## config.mk

```make
export PLATFORM = sky130hd
export DESIGN_NAME = vending_machine_multi
export DESIGN_NICKNAME = d
export VERILOG_FILES = /design/src/rtl/vm_pkg.sv /design/src/rtl/vm_inventory.sv /design/src/rtl/vending_machine_multi.sv
export SDC_FILE = /design/constraint.sdc
export NUM_CORES = 1
export LEC_CHECK = 0
export ABC_AREA = 0
export CELL_PAD_IN_SITES_DETAIL_PLACEMENT = 0
export CELL_PAD_IN_SITES_GLOBAL_PLACEMENT = 1
export CORE_MARGIN = 1
export CORE_UTILIZATION = 44
export DETAILED_ROUTE_END_ITERATION = 10
export MAX_ROUTING_LAYER = met4
export PLACE_DENSITY = 0.82
export SLEW_MARGIN = 20
export SYNTH_ARGS = -nofsm -noshare
export SYNTH_HDL_FRONTEND = slang
export SYNTH_SLANG_ARGS = --single-unit
```

## constraint.sdc

```tcl
create_clock -name clk -period 7.4 [get_ports clk]
set_input_delay 1.11 -clock clk [delete_from_list [all_inputs] [get_ports clk]]
set_output_delay 1.11 -clock clk [all_outputs]
set_load 0.005 [all_outputs]
```

## src/rtl/vm_pkg.sv

```systemverilog
// vm_pkg: coin encoding, coin-value lookup and FSM state type for vending_machine_multi.
package vm_pkg;

    localparam logic [1:0] COIN_NONE = 2'b00;
    localparam logic [1:0] COIN_5    = 2'b01;
    localparam logic [1:0] COIN_10   = 2'b10;
    localparam logic [1:0] COIN_25   = 2'b11;
    localparam int         COIN_W    = 5;

    typedef enum logic {IDLE, CHANGE} state_t;

    function automatic logic [COIN_W-1:0] coin_value(input logic [1:0] code);
        return code == COIN_5  ? 5'd5  :
               code == COIN_10 ? 5'd10 :
               code == COIN_25 ? 5'd25 : 5'd0;
    endfunction

endpackage

```

## src/rtl/vm_inventory.sv

```systemverilog
// vm_inventory: per-product stock counters with decrement/reload ports and sold_out flags.
module vm_inventory
    import vm_pkg::*;
#(
    parameter int NUM_PRODUCTS = 4,
    parameter int STOCK_W      = 3,
    parameter int INIT_STOCK   = 3
) (
    input  logic                              clk,
    input  logic                              rst,
    input  logic                              i_dec,
    input  logic [$clog2(NUM_PRODUCTS)-1:0]   i_dec_idx,
    input  logic                              i_reload,
    input  logic [$clog2(NUM_PRODUCTS)-1:0]   i_reload_idx,
    output logic [NUM_PRODUCTS*STOCK_W-1:0]   o_stock,
    output logic [NUM_PRODUCTS-1:0]           o_sold_out
);

    localparam int IDX_W = $clog2(NUM_PRODUCTS);

    genvar i;
    generate
        for (i = 0; i < NUM_PRODUCTS; i++) begin : g_cnt
            logic [STOCK_W-1:0] r_stock;
            always_ff @(posedge clk) begin
                if (rst)
                    r_stock <= STOCK_W'(INIT_STOCK);
                else if (i_reload && i_reload_idx == IDX_W'(i))
                    r_stock <= STOCK_W'(INIT_STOCK);
                else if (i_dec && i_dec_idx == IDX_W'(i) && r_stock != '0)
                    r_stock <= r_stock - 1'b1;
            end
            assign o_stock[i*STOCK_W +: STOCK_W] = r_stock;
            assign o_sold_out[i]                 = r_stock == '0;
        end
    endgenerate

endmodule

```

## src/rtl/vending_machine_multi.sv

```systemverilog
// vending_machine_multi: N-product vending FSM with capped credit and change handshake.
// Optional VM_RESTOCK_EN adds restock/restock_idx ports for per-product reload.
module vending_machine_multi
    import vm_pkg::*;
#(
    parameter int                              NUM_PRODUCTS = 4,
    parameter int                              BAL_W        = 6,
    parameter int                              STOCK_W      = 3,
    parameter int                              INIT_STOCK   = 3,
    parameter int                              MAX_BALANCE  = 60,
    parameter logic [NUM_PRODUCTS*BAL_W-1:0]   PRICE_LIST   = {6'd25, 6'd20, 6'd15, 6'd5}
) (
    input  logic                              clk,
    input  logic                              rst,
`ifdef VM_RESTOCK_EN
    input  logic                              restock,
    input  logic [$clog2(NUM_PRODUCTS)-1:0]   restock_idx,
`endif
    input  logic [1:0]                        coin_input,
    input  logic                              sel_valid,
    input  logic [$clog2(NUM_PRODUCTS)-1:0]   sel_idx,
    input  logic                              cancel,
    input  logic                              change_ack,
    output logic [NUM_PRODUCTS-1:0]           dispense,
    output logic [BAL_W-1:0]                  change_return,
    output logic                              change_valid,
    output logic [BAL_W-1:0]                  balance,
    output logic                              coin_reject,
    output logic                              vend_fail,
    output logic [NUM_PRODUCTS-1:0]           sold_out,
    output logic                              busy
);

    localparam int IDX_W = $clog2(NUM_PRODUCTS);

    state_t                         r_state, w_state;
    logic [BAL_W-1:0]               r_balance, w_balance, r_change, w_change;
    logic [NUM_PRODUCTS-1:0]        r_dispense, w_dispense;
    logic                           r_coin_reject, w_coin_reject, r_vend_fail, w_vend_fail;
    logic [BAL_W-1:0]               w_coin_val, w_room, w_price;
    logic                           w_coin, w_sel_hit, w_dec, w_reload, w_rs_hit;
    logic [STOCK_W-1:0]             w_sel_stock;
    logic [NUM_PRODUCTS*STOCK_W-1:0] w_stock;
    logic [IDX_W-1:0]               w_reload_idx;

    assign w_coin     = coin_input != COIN_NONE;
    assign w_coin_val = BAL_W'(coin_value(coin_input));
    // Headroom compare avoids ever forming balance+coin, which could wrap at BAL_W
    assign w_room     = BAL_W'(MAX_BALANCE) - r_balance;

`ifdef VM_RESTOCK_EN
    assign w_reload_idx = restock_idx;
`else
    assign w_reload_idx = '0;
`endif

    always_comb begin
        w_sel_hit   = 1'b0;
        w_price     = '0;
        w_sel_stock = '0;
        w_rs_hit    = 1'b0;
        for (int i = 0; i < NUM_PRODUCTS; i++) begin
            if (sel_idx == IDX_W'(i)) begin
                w_sel_hit   = 1'b1;
                w_price     = PRICE_LIST[i*BAL_W +: BAL_W];
                w_sel_stock = w_stock[i*STOCK_W +: STOCK_W];
            end
            if (w_reload_idx == IDX_W'(i))
                w_rs_hit = 1'b1;
        end
    end

    always_comb begin
        w_state       = r_state;
        w_balance     = r_balance;
        w_change      = r_change;
        w_dispense    = '0;
        w_coin_reject = 1'b0;
        w_vend_fail   = 1'b0;
        w_dec         = 1'b0;
        w_reload      = 1'b0;
        if (r_state == CHANGE) begin
            w_coin_reject = w_coin;
            if (change_ack) begin
                w_state  = IDLE;
                w_change = '0;
            end
        end else if (cancel) begin
            w_coin_reject = w_coin;
            if (r_balance != '0) begin
                w_change  = r_balance;
                w_balance = '0;
                w_state   = CHANGE;
            end
        end else if (sel_valid) begin
            w_coin_reject = w_coin;
            if (!w_sel_hit || w_sel_stock == '0 || r_balance < w_price)
                w_vend_fail = 1'b1;
            else begin
                w_dispense = NUM_PRODUCTS'(1) << sel_idx;
                w_dec      = 1'b1;
                w_change   = r_balance - w_price;
                w_balance  = '0;
                w_state    = r_balance != w_price ? CHANGE : IDLE;
            end
        end else if (w_coin) begin
            if (w_coin_val <= w_room)
                w_balance = r_balance + w_coin_val;
            else
                w_coin_reject = 1'b1;
        end
`ifdef VM_RESTOCK_EN
        else
            w_reload = restock && w_rs_hit;
`endif
    end

    always_ff @(posedge clk) begin
        if (rst) begin
            r_state       <= IDLE;
            r_balance     <= '0;
            r_change      <= '0;
            r_dispense    <= '0;
            r_coin_reject <= 1'b0;
            r_vend_fail   <= 1'b0;
        end else begin
            r_state       <= w_state;
            r_balance     <= w_balance;
            r_change      <= w_change;
            r_dispense    <= w_dispense;
            r_coin_reject <= w_coin_reject;
            r_vend_fail   <= w_vend_fail;
        end
    end

    vm_inventory #(
        .NUM_PRODUCTS (NUM_PRODUCTS),
        .STOCK_W      (STOCK_W),
        .INIT_STOCK   (INIT_STOCK)
    ) u_inv (
        .clk          (clk),
        .rst          (rst),
        .i_dec        (w_dec),
        .i_dec_idx    (sel_idx),
        .i_reload     (w_reload),
        .i_reload_idx (w_reload_idx),
        .o_stock      (w_stock),
        .o_sold_out   (sold_out)
    );

    assign dispense      = r_dispense;
    assign change_return = r_change;
    assign change_valid  = r_state == CHANGE;
    assign busy          = r_state == CHANGE;
    assign balance       = r_balance;
    assign coin_reject   = r_coin_reject;
    assign vend_fail     = r_vend_fail;

endmodule
```

==> impl_metrics.tcl, run 1 <==
set metrics [dict create \
    drive_gt1_frac 0.0804 \
    timing.rr.end "balance[0]" \
    met3WireLength_um 210 \
    clk_latency_ns 0.28 \
    routed_via_density 5.33 \
    synth_edf_count 0 \
    dp_hpwl_um 3770 \
    hold_end "change_return[1]" \
    coreArea_um2 4790 \
    synth.avg_cell_area_um2 8.55 \
    insertedDiodeCount 0 \
    setup_viol 0 \
    route.met2.wl_um 2260 \
    reg2regPathDepth 11 \
    cts_setup_buffers 0 \
    grt_max_degree 24 \
    dieArea_um2 5300 \
    rows 25 \
    postRouteAntennaNets 0 \
    grt_pass1_wl_um 8670 \
    drt-initial-drc-count 130 \
    share_comb_of_total_power 0.172 \
    endpoint_kind "flop" \
    start_kind "input port" \
    worst_slew_pin_slew_ns 0.630 \
    max_freq_mhz 257 \
    multi_input_area_um2 1440 \
    nFillCells 469 \
    antenna_found_initial 0 \
    power_leakage_nw 1.08 \
    initial_core_util 0.461 \
    cts_resized 0 \
    cts_buffers 5 \
    relSlewSlack 0.579 \
    rsz0062_at_grt "no" \
    netSwitchingPower_mw 0.113 \
    async_flop_share 0 \
    portBuffers 32 \
    total_power_mw 0.426 \
    cts_max_level 2 \
    die_x_um 72.8 \
    grt_pass1_vias 1767 \
    grt_use_total 0.221 \
    maxSlewViolCount 0 \
    hold_viol_final 0 \
    route.vias.total 1883 \
    cts_hold_buf 0 \
    fin_nets 320 \
    synthFlopType "dfxtp_1" \
    hold_path_depth 2 \
    seqPwrFrac 0.420 \
    fin_crit_sh 0.526 \
    cts.clk_slew.worst_paths_ns 0.07 \
    status "finished, final reports clean" \
    synth_area_um2 2200 \
    cp.required_ns 7.58 \
    syn_nets 293 \
    synth-warning-count 0 \
    finClkSkew_ns 0.00396 \
    hp-class "reg2reg" \
    gp_congestion 0.887 \
    routed_wirelength_um 5150 \
    final_util 0.558 \
    criticalPathCategory "in2reg" \
    min_period_ns 3.89 \
    fp.dieH_um 72.8 \
    synth-seq-area-share 0.281 \
    worst-endpoint-arrival_ns 4.07 \
    synthCells 258 \
    crit-reg2reg-launch "balance[1]" \
    maxCapViolations 0 \
    swShare 0.265 \
    first_pass_iters 4 \
    drt-wirelength-per-cell_um 14.6 \
    root_buffer "clkbuf_8" \
    top_layer "met4" \
    cts.path.max_buffers 2 \
    seqCellArea_um2 621 \
    min_from "change_return[1]" \
    cts.sinks 31 \
    worstPathMaxFanout 10 \
    peakVddDrop_mv 0.110 \
    area_delta_synth_final_pct 21.2 \
    finalSetupTns_ns 0 \
    wl_met1_um 2590 \
    pwr-share-clk 0.408 \
    cts_tree "done" \
    gr-total-overflow 0 \
    route.detailed.drc 0 \
    p_per_area_nw_per_um2 159 \
    synth-seq-cells 31 \
    p_int_mw 0.313 \
    r2r_setup_slack_ns 4.39 \
    io_pins 33 \
    synth.distinct_cells 51 \
]
-- cells by family after synthesis --
family	Yosys count	share of synthesized area
buffers and inverters	36	0.0670
adder cells (fa/ha/maj)	26	0.154
XOR/XNOR	14	0.0556
AO/OA/AOI/OAI	64	0.220
AND/OR/NAND/NOR	85	0.213
multiplexers	2	0.00908
flip-flops	31	0.282
-- metal layers --
metal  vias up  global-route usage
met2        42               0.329
met1       853               0.301
met5         -                   -
met3        11              0.0401
met4         0              0.0784
li1        977                   -
-- registers in the layout (all words and copies together), names as in the netlist --
signal / flops
dispense: 4
busy: 1
balance: 6
coin_reject: 1
u_inv.g_cnt.r_stock: 12
change_return: 6
vend_fail: 1
-- cell usage in the layout (no fill, tap or decap), drive strengths merged, types with 2 or more instances in the layout --
cell	netlist	routed
a21oi	13	13
and3	2	2
nor4	5	5
nand2b	3	3
a32oi	4	4
xnor2	13	13
clkdlybuf4s50	0	32
o311ai	2	2
nand4b	2	2
o2111ai	2	2
mux2i	2	2
o41ai	2	2
clkbuf	10	6
nand3	5	5
dfxtp	31	31
inv	23	23
or3	3	3
a311oi	3	3
or2	2	2
fa	2	2
nor2b	6	6
a21o	5	5
o21ai	10	10
nor3	10	10
a31oi	7	7
nor2	23	23
o22ai	2	2
o31ai	2	2
nand2	19	19
ha	24	24
and2	3	3
a211oi	6	6
-- worst max-delay path by stage --
| stage | endpoint | slack, ns | startpoint | cells past startpoint |
|---|---|---|---|---|
| after floorplan | balance[3] | 4.18 | sel_idx[0] | 12 |
| after global placement | balance[3] | 3.33 | sel_idx[0] | 12 |
| after detailed placement | balance[3] | 3.21 | sel_idx[0] | 12 |
| after CTS | balance[3] | 3.51 | sel_idx[0] | 12 |
| after global routing | balance[3] | 3.31 | sel_idx[0] | 12 |
| final | balance[3] | 3.51 | sel_idx[0] | 12 |
-- power by group through the flow --
stage	Sequential (mW)	Clock, mW	Combinational, mW
after floorplan	0.178	0	0.0509
final	0.179	0.174	0.0734
after global routing	0.180	0.184	0.0822
after detailed placement	0.183	0	0.0730
after CTS	0.179	0.178	0.0734
after global placement	0.182	0	0.0727
-- layout make-up --
class,count,area share
inverters,23,0.0323
clock buffers,6,0.0309
clock inverters,2,0.0131
well taps,67,0.0314
repair buffers,33,0.123
multi-input cells,191,0.537
flip-flops and latches,31,0.232
-- through the flow --
| step | instances | hold WS, ns | setup slack [ns] | cell area (µm²) |
|---|---|---|---|---|
| after floorplan | 258 | 0.448 | 4.18 | 2200 |
| after global placement | 345 | 0.442 | 3.33 | 2550 |
| after detailed placement | 345 | 0.446 | 3.21 | 2550 |
| after CTS | 353 | 0.453 | 3.51 | 2670 |
| after global routing | 353 | 0.477 | 3.31 | 2670 |
| final | 353 | 0.450 | 3.51 | 2670 |
-- critical path: stages --
cell and delay, ns:
clkdlybuf4s50_1 0.76, inv_1 0.12, nand2_1 0.17, ha_1 0.19
inv_1 0.05, fa_1 0.42, a211oi_1 0.31, o21ai_2 0.15
o211ai_1 0.14, and2b_1 0.20, o21ai_1 0.15, o311ai_0 0.30
-- synthesized netlist by cell type (5+ instances only) --
master,instances,area share
nand2_1,19,0.032
xnor2_1,13,0.052
clkbuf_1,10,0.017
dfxtp_1,31,0.28
a21oi_1,13,0.030
nor2_1,23,0.039
inv_1,22,0.037
nor3_1,7,0.016
o21ai_0,8,0.018
nand3_1,5,0.011
ha_1,24,0.14
a211oi_1,6,0.020
a31oi_1,7,0.020
nor2b_1,6,0.017
a21o_1,5,0.017
(Power assumes the default switching activity.)
==> run 2, diff against run 1 <==
Settings changed: CORE_UTILIZATION 44 to 37, PLACE_DENSITY 0.82 to 0.74.
Clock period 7.4 ns to 3.3 ns, I/O delays scaled along.
==> run 2 against run 1 <==
Net effect:
- sequential share of layout area fell by 0.42 points
- critical path depth fell by 3
- wire length rose by 0.25%
- clock-buffer cell count rose by 2
==> impl_metrics.tcl, run 2 (synthesis results as in run 1) <==
set metrics [dict create \
    status "finished, final reports clean" \
    post-place-ws_ns 0.0740 \
    postRouteAntennaNets 0 \
    portBuffers 32 \
    cts_resized 0 \
    grt_pass1_vias 1825 \
    rsz0062_at_grt "no" \
    worst_slew_pin_slew_ns 0.620 \
    cts.clk_slew.worst_paths_ns 0.07 \
    grt_pass1_wl_um 8650 \
    criticalPathCategory "in2reg" \
    coreArea_um2 5610 \
    cts_hold_buf 0 \
    largest_reg_flops 12 \
    regMostFlops "u_inv.g_cnt.r_stock" \
    grt_use_total 0.182 \
    cts_tree "done" \
    share_comb_of_total_power 0.194 \
    dpl_cell_area_um2 2620 \
    fin_nets 328 \
    fp.dieH_um 79.2 \
    fin_crit_sh 0.886 \
    drt-initial-drc-count 86 \
    io_pins 33 \
    seqCellArea_um2 621 \
    maxSlewViolCount 0 \
    max_freq_mhz 342 \
    nFillCells 560 \
    dp_hpwl_um 4030 \
    rows 27 \
    cts_max_level 2 \
    final_util 0.485 \
    cts.sinks 31 \
    routed_wirelength_um 5160 \
    cts.path.max_buffers 2 \
    cts_buffers 5 \
    peakVddDrop_mv 0.169 \
    first_pass_iters 4 \
    power_leakage_nw 1.11 \
    finClkSkew_ns 0.00911 \
    pwr-share-clk 0.368 \
    final_common_cell "clkdlybuf4s50_1" \
    gp_congestion 0.842 \
    final_area_um2 2720 \
    setup_viol 0 \
    route.vias.total 1926 \
    clk_latency_ns 0.29 \
    worst-endpoint-arrival_ns 3.11 \
    swShare 0.278 \
    worstPathMaxFanout 6 \
    endpoint_kind "flop" \
    hp-class "reg2reg" \
    total_power_mw 0.903 \
    p_int_mw 0.653 \
    route.detailed.drc 0 \
    relSlewSlack 0.586 \
    die_x_um 79.2 \
    grt_max_degree 20 \
    antenna_found_initial 0 \
    fin_ws_ns 0.375 \
    drt-wirelength-per-cell_um 14.1 \
    seqPwrFrac 0.438 \
    root_buffer "clkbuf_8" \
    finalSetupTns_ns 0 \
    initial_core_util 0.393 \
    maxCapViolations 0 \
    start_kind "input port" \
    drive_gt1_frac 0.102 \
    gr-total-overflow 0 \
    netSwitchingPower_mw 0.251 \
    cp.required_ns 3.48 \
    area_delta_synth_final_pct 23.4 \
    hold_viol_final 0 \
    cts_setup_buffers 0 \
    layout_common_cells "32 x clkdlybuf4s50_1, 31 x dfxtp_1, 24 x ha_1, 23 x nor2_1, 22 x inv_1" \
    routed_via_density 5.26 \
    min_period_ns 2.93 \
    p_per_area_nw_per_um2 332 \
    insertedDiodeCount 0 \
    dieArea_um2 6270 \
    multi_input_area_um2 1440 \
]
run 2: cell types whose count changed in the layout (fill, tap and decap cells not counted), sizes merged:
cell / delta
clkinv: -1
buf: +8
clkbuf: +2
bufinv: -1
run 2: layout make-up:
class	instances	share of cell area
inverter	23	0.0317
timing repair buffer	41	0.143
multi-input combinational	191	0.528
tap	72	0.0331
sequential	31	0.228
clock buffer	8	0.0368
run 2: routing by layer:
layer,up-vias,global-route usage,share of wire
met5,-,-,0
met3,3,0.0333,0.041
met1,888,0.249,0.52
met4,0,0.0545,0.0058
li1,996,-,-
met2,39,0.272,0.43
run 2: per-stage QoR:
step           hold slack [ns]  instances
5_1_grt                  0.481        366
3_5_place_dp             0.450        358
4_1_cts                  0.460        366
3_3_place_gp             0.444        358
2_1_floorplan            0.448        258
6_report                 0.454        366
run 2: path summary, 6_finish.rpt:
check | startpoint | end | slack (ns) | cells after the start
max reg2reg | balance[3] | balance[0] | 0.59 | 10
max | coin_input[1] | balance[0] | 0.37 | 9
min reg2reg | change_return[1] | change_return[1] | 0.45 | 2
min | change_return[1] | change_return[1] | 0.45 | 2
run 2: power by group through the flow:
stage	Clock [mW]	Sequential, mW	Combinational, mW
floorplan	0	0.400	0.114
global placement	0	0.404	0.176
detailed placement	0	0.404	0.175
CTS	0.341	0.396	0.176
global route	0.360	0.398	0.195
finish	0.332	0.396	0.175
run 2: worst max-delay path, stage by stage:
cell and delay, ns:
clkdlybuf4s50_1 0.57, nor2b_1 0.32, ha_1 0.30, nor2b_1 0.13, o21ai_0 0.14, a32oi_1 0.12, a2111oi_1 0.63, a21oi_1 0.13
a211oi_1 0.26
==> run 3, diff against run 2 <==
Settings changed: CORE_UTILIZATION 37 to 44, PLACE_DENSITY 0.74 to 0.82.
Clock period 3.3 ns to 3.75 ns, I/O delays scaled along.
==> run 3 against run 2 <==
Net effect:
- die area down 16%
- first-iteration DRC count up 65%
- hold slack worse by 0.0028 ns
- register-to-register slack better by 0.48 ns
- sequential cell count unchanged
- clock power down 18%
- clock-buffer cell count down 2
- largest power group unchanged
==> impl_metrics.tcl, run 3 (synthesis results as in run 1) <==
set metrics [dict create \
    finalSetupTns_ns 0 \
    largest_reg_flops 12 \
    route.detailed.drc 0 \
    worstPathMaxFanout 7 \
    cts_hold_buf 0 \
    gr-total-overflow 0 \
    final_cells 356 \
    drt-wirelength-per-cell_um 14.4 \
    cpMaxStageDelayCell "clkdlybuf4s50_1" \
    routed_via_density 5.39 \
    coreArea_um2 4790 \
    rsz0062_at_grt "no" \
    worst-endpoint-arrival_ns 3.28 \
    criticalPathCategory "in2reg" \
    postRouteAntennaNets 0 \
    drive_gt1_frac 0.0900 \
    share_comb_of_total_power 0.196 \
    critPathTopFamily "compound AO/OA/AOI/OAI gates" \
    portBuffers 32 \
    netSwitchingPower_mw 0.223 \
    cts_max_level 2 \
    r2r_setup_slack_ns 1.07 \
    fin_ws_ns 0.657 \
    fin_hold_ws_ns 0.452 \
    gp_congestion 0.901 \
    hp-class "reg2reg" \
    status "finished, final reports clean" \
    grt_use_total 0.219 \
    min_period_ns 3.09 \
    fin_crit_sh 0.825 \
    grt_pass1_vias 1698 \
    insertedDiodeCount 0 \
    seqPwrFrac 0.453 \
    cts_setup_buffers 0 \
    drt-initial-drc-count 142 \
    slowest_delay_ns 0.57 \
    maxSlewViolCount 0 \
    reg2regPathDepth 10 \
    cts.path.max_buffers 2 \
    hold_viol_final 0 \
    initial_core_util 0.461 \
    min_from "change_return[1]" \
    path_cells "clkdlybuf4s50_1 -> nand2_1 -> ha_1 -> inv_1 -> fa_1 -> a211oi_1 -> o21ai_2 -> o211ai_1 -> and2b_1 -> o21ai_1 -> o311ai_0" \
    cts.clk_slew.worst_paths_ns 0.07 \
    fin_nets 324 \
    final_util 0.558 \
    cts.sinks 31 \
    die_x_um 72.8 \
    regMostFlops "u_inv.g_cnt.r_stock" \
    root_buffer "clkbuf_8" \
    worst_slew_pin_slew_ns 0.662 \
    post-place-ws_ns 0.374 \
    setup_viol 0 \
    layout_common_cells "32 x clkdlybuf4s50_1, 31 x dfxtp_1, 24 x ha_1, 23 x nor2_1, 22 x inv_1" \
    cp.required_ns 3.93 \
    nFillCells 460 \
    dieArea_um2 5300 \
    grt_max_degree 20 \
    antenna_found_initial 0 \
    crit_buf_inv 2 \
    grt_pass1_wl_um 8400 \
    dp_hpwl_um 3770 \
    p_per_area_nw_per_um2 288 \
    power_leakage_nw 1.09 \
    area_delta_synth_final_pct 21.2 \
    finClkSkew_ns 0.00515 \
    route.vias.total 1919 \
    routed_wirelength_um 5140 \
    crit-reg2reg-launch "balance[3]" \
    clk_latency_ns 0.29 \
    swShare 0.289 \
    peakVddDrop_mv 0.203 \
    pwr-share-clk 0.351 \
    endpoint_kind "flop" \
    fp.dieH_um 72.8 \
    p_int_mw 0.548 \
    cts_resized 0 \
    dp.cells 349 \
    cts_buffers 5 \
    start_kind "input port" \
    maxCapViolations 0 \
    hold_path_depth 2 \
    cts_tree "done" \
    timing.rr.end "balance[0]" \
    rows 25 \
    io_pins 33 \
    relSlewSlack 0.557 \
    max_freq_mhz 323 \
    hold_end "change_return[1]" \
    first_pass_iters 4 \
    final_common_cell "clkdlybuf4s50_1" \
]
==> run 3: cell types whose count changed in the layout (fill, tap and decap cells not counted), sizes merged <==
cell / delta
buf: -4
clkbuf: -2
clkinv: +1
==> run 3: stage by stage <==
step           power, mW  instance area (µm²)
6_report           0.771                 2670
5_1_grt            0.807                 2670
4_1_cts            0.776                 2670
3_5_place_dp       0.506                 2580
3_3_place_gp       0.508                 2580
2_1_floorplan      0.452                 2200
==> run 3: cell type report <==
| cell class | instances | area [µm²] | share of cell area |
|---|---|---|---|
| clock buffer | 6 | 82.6 | 0.0309 |
| clock inverter | 1 | 5.00 | 0.00187 |
| inverter | 23 | 86.3 | 0.0323 |
| multi-input combinational | 191 | 1440 | 0.537 |
| sequential | 31 | 621 | 0.232 |
| tap | 67 | 83.8 | 0.0314 |
| timing repair buffer | 37 | 358 | 0.134 |
==> run 3: worst max path at each step <==
stage          cells past startpoint       start          to  slack [ns]
2_1_floorplan                     12  sel_idx[0]  balance[3]        1.07
3_3_place_gp                      11  sel_idx[1]  balance[3]        0.47
3_5_place_dp                      11  sel_idx[1]  balance[3]        0.37
4_1_cts                           11  sel_idx[1]  balance[3]        0.67
5_1_grt                           11  sel_idx[1]  balance[3]        0.42
6_report                          11  sel_idx[1]  balance[3]        0.66
==> run 3: worst reg2reg max path: cells and delay by family, from the launching register on <==
kind	cells	cell delay, ns
compound gates	5	1.21
flops	1	0.60
simple gates	3	0.40
fa+ha+maj	1	0.25
xor+xnor	1	0.13
==> run 3: power groups by stage <==
stage / logic (mW) / registers [mW] / clock network, mW
floorplan: 0.100 / 0.352 / 0
global placement: 0.151 / 0.357 / 0
detailed placement: 0.149 / 0.357 / 0
CTS: 0.150 / 0.349 / 0.277
global route: 0.168 / 0.351 / 0.289
finish: 0.151 / 0.349 / 0.271
==> run 3: layer usage <==
metal / wire (µm) / vias up / GRT usage
li1: - / 985 / -
met1: 2650 / 873 / 0.308
met2: 2130 / 53 / 0.314
met3: 290 / 8 / 0.0414
met4: 70 / 0 / 0.0719
met5: 0 / - / -
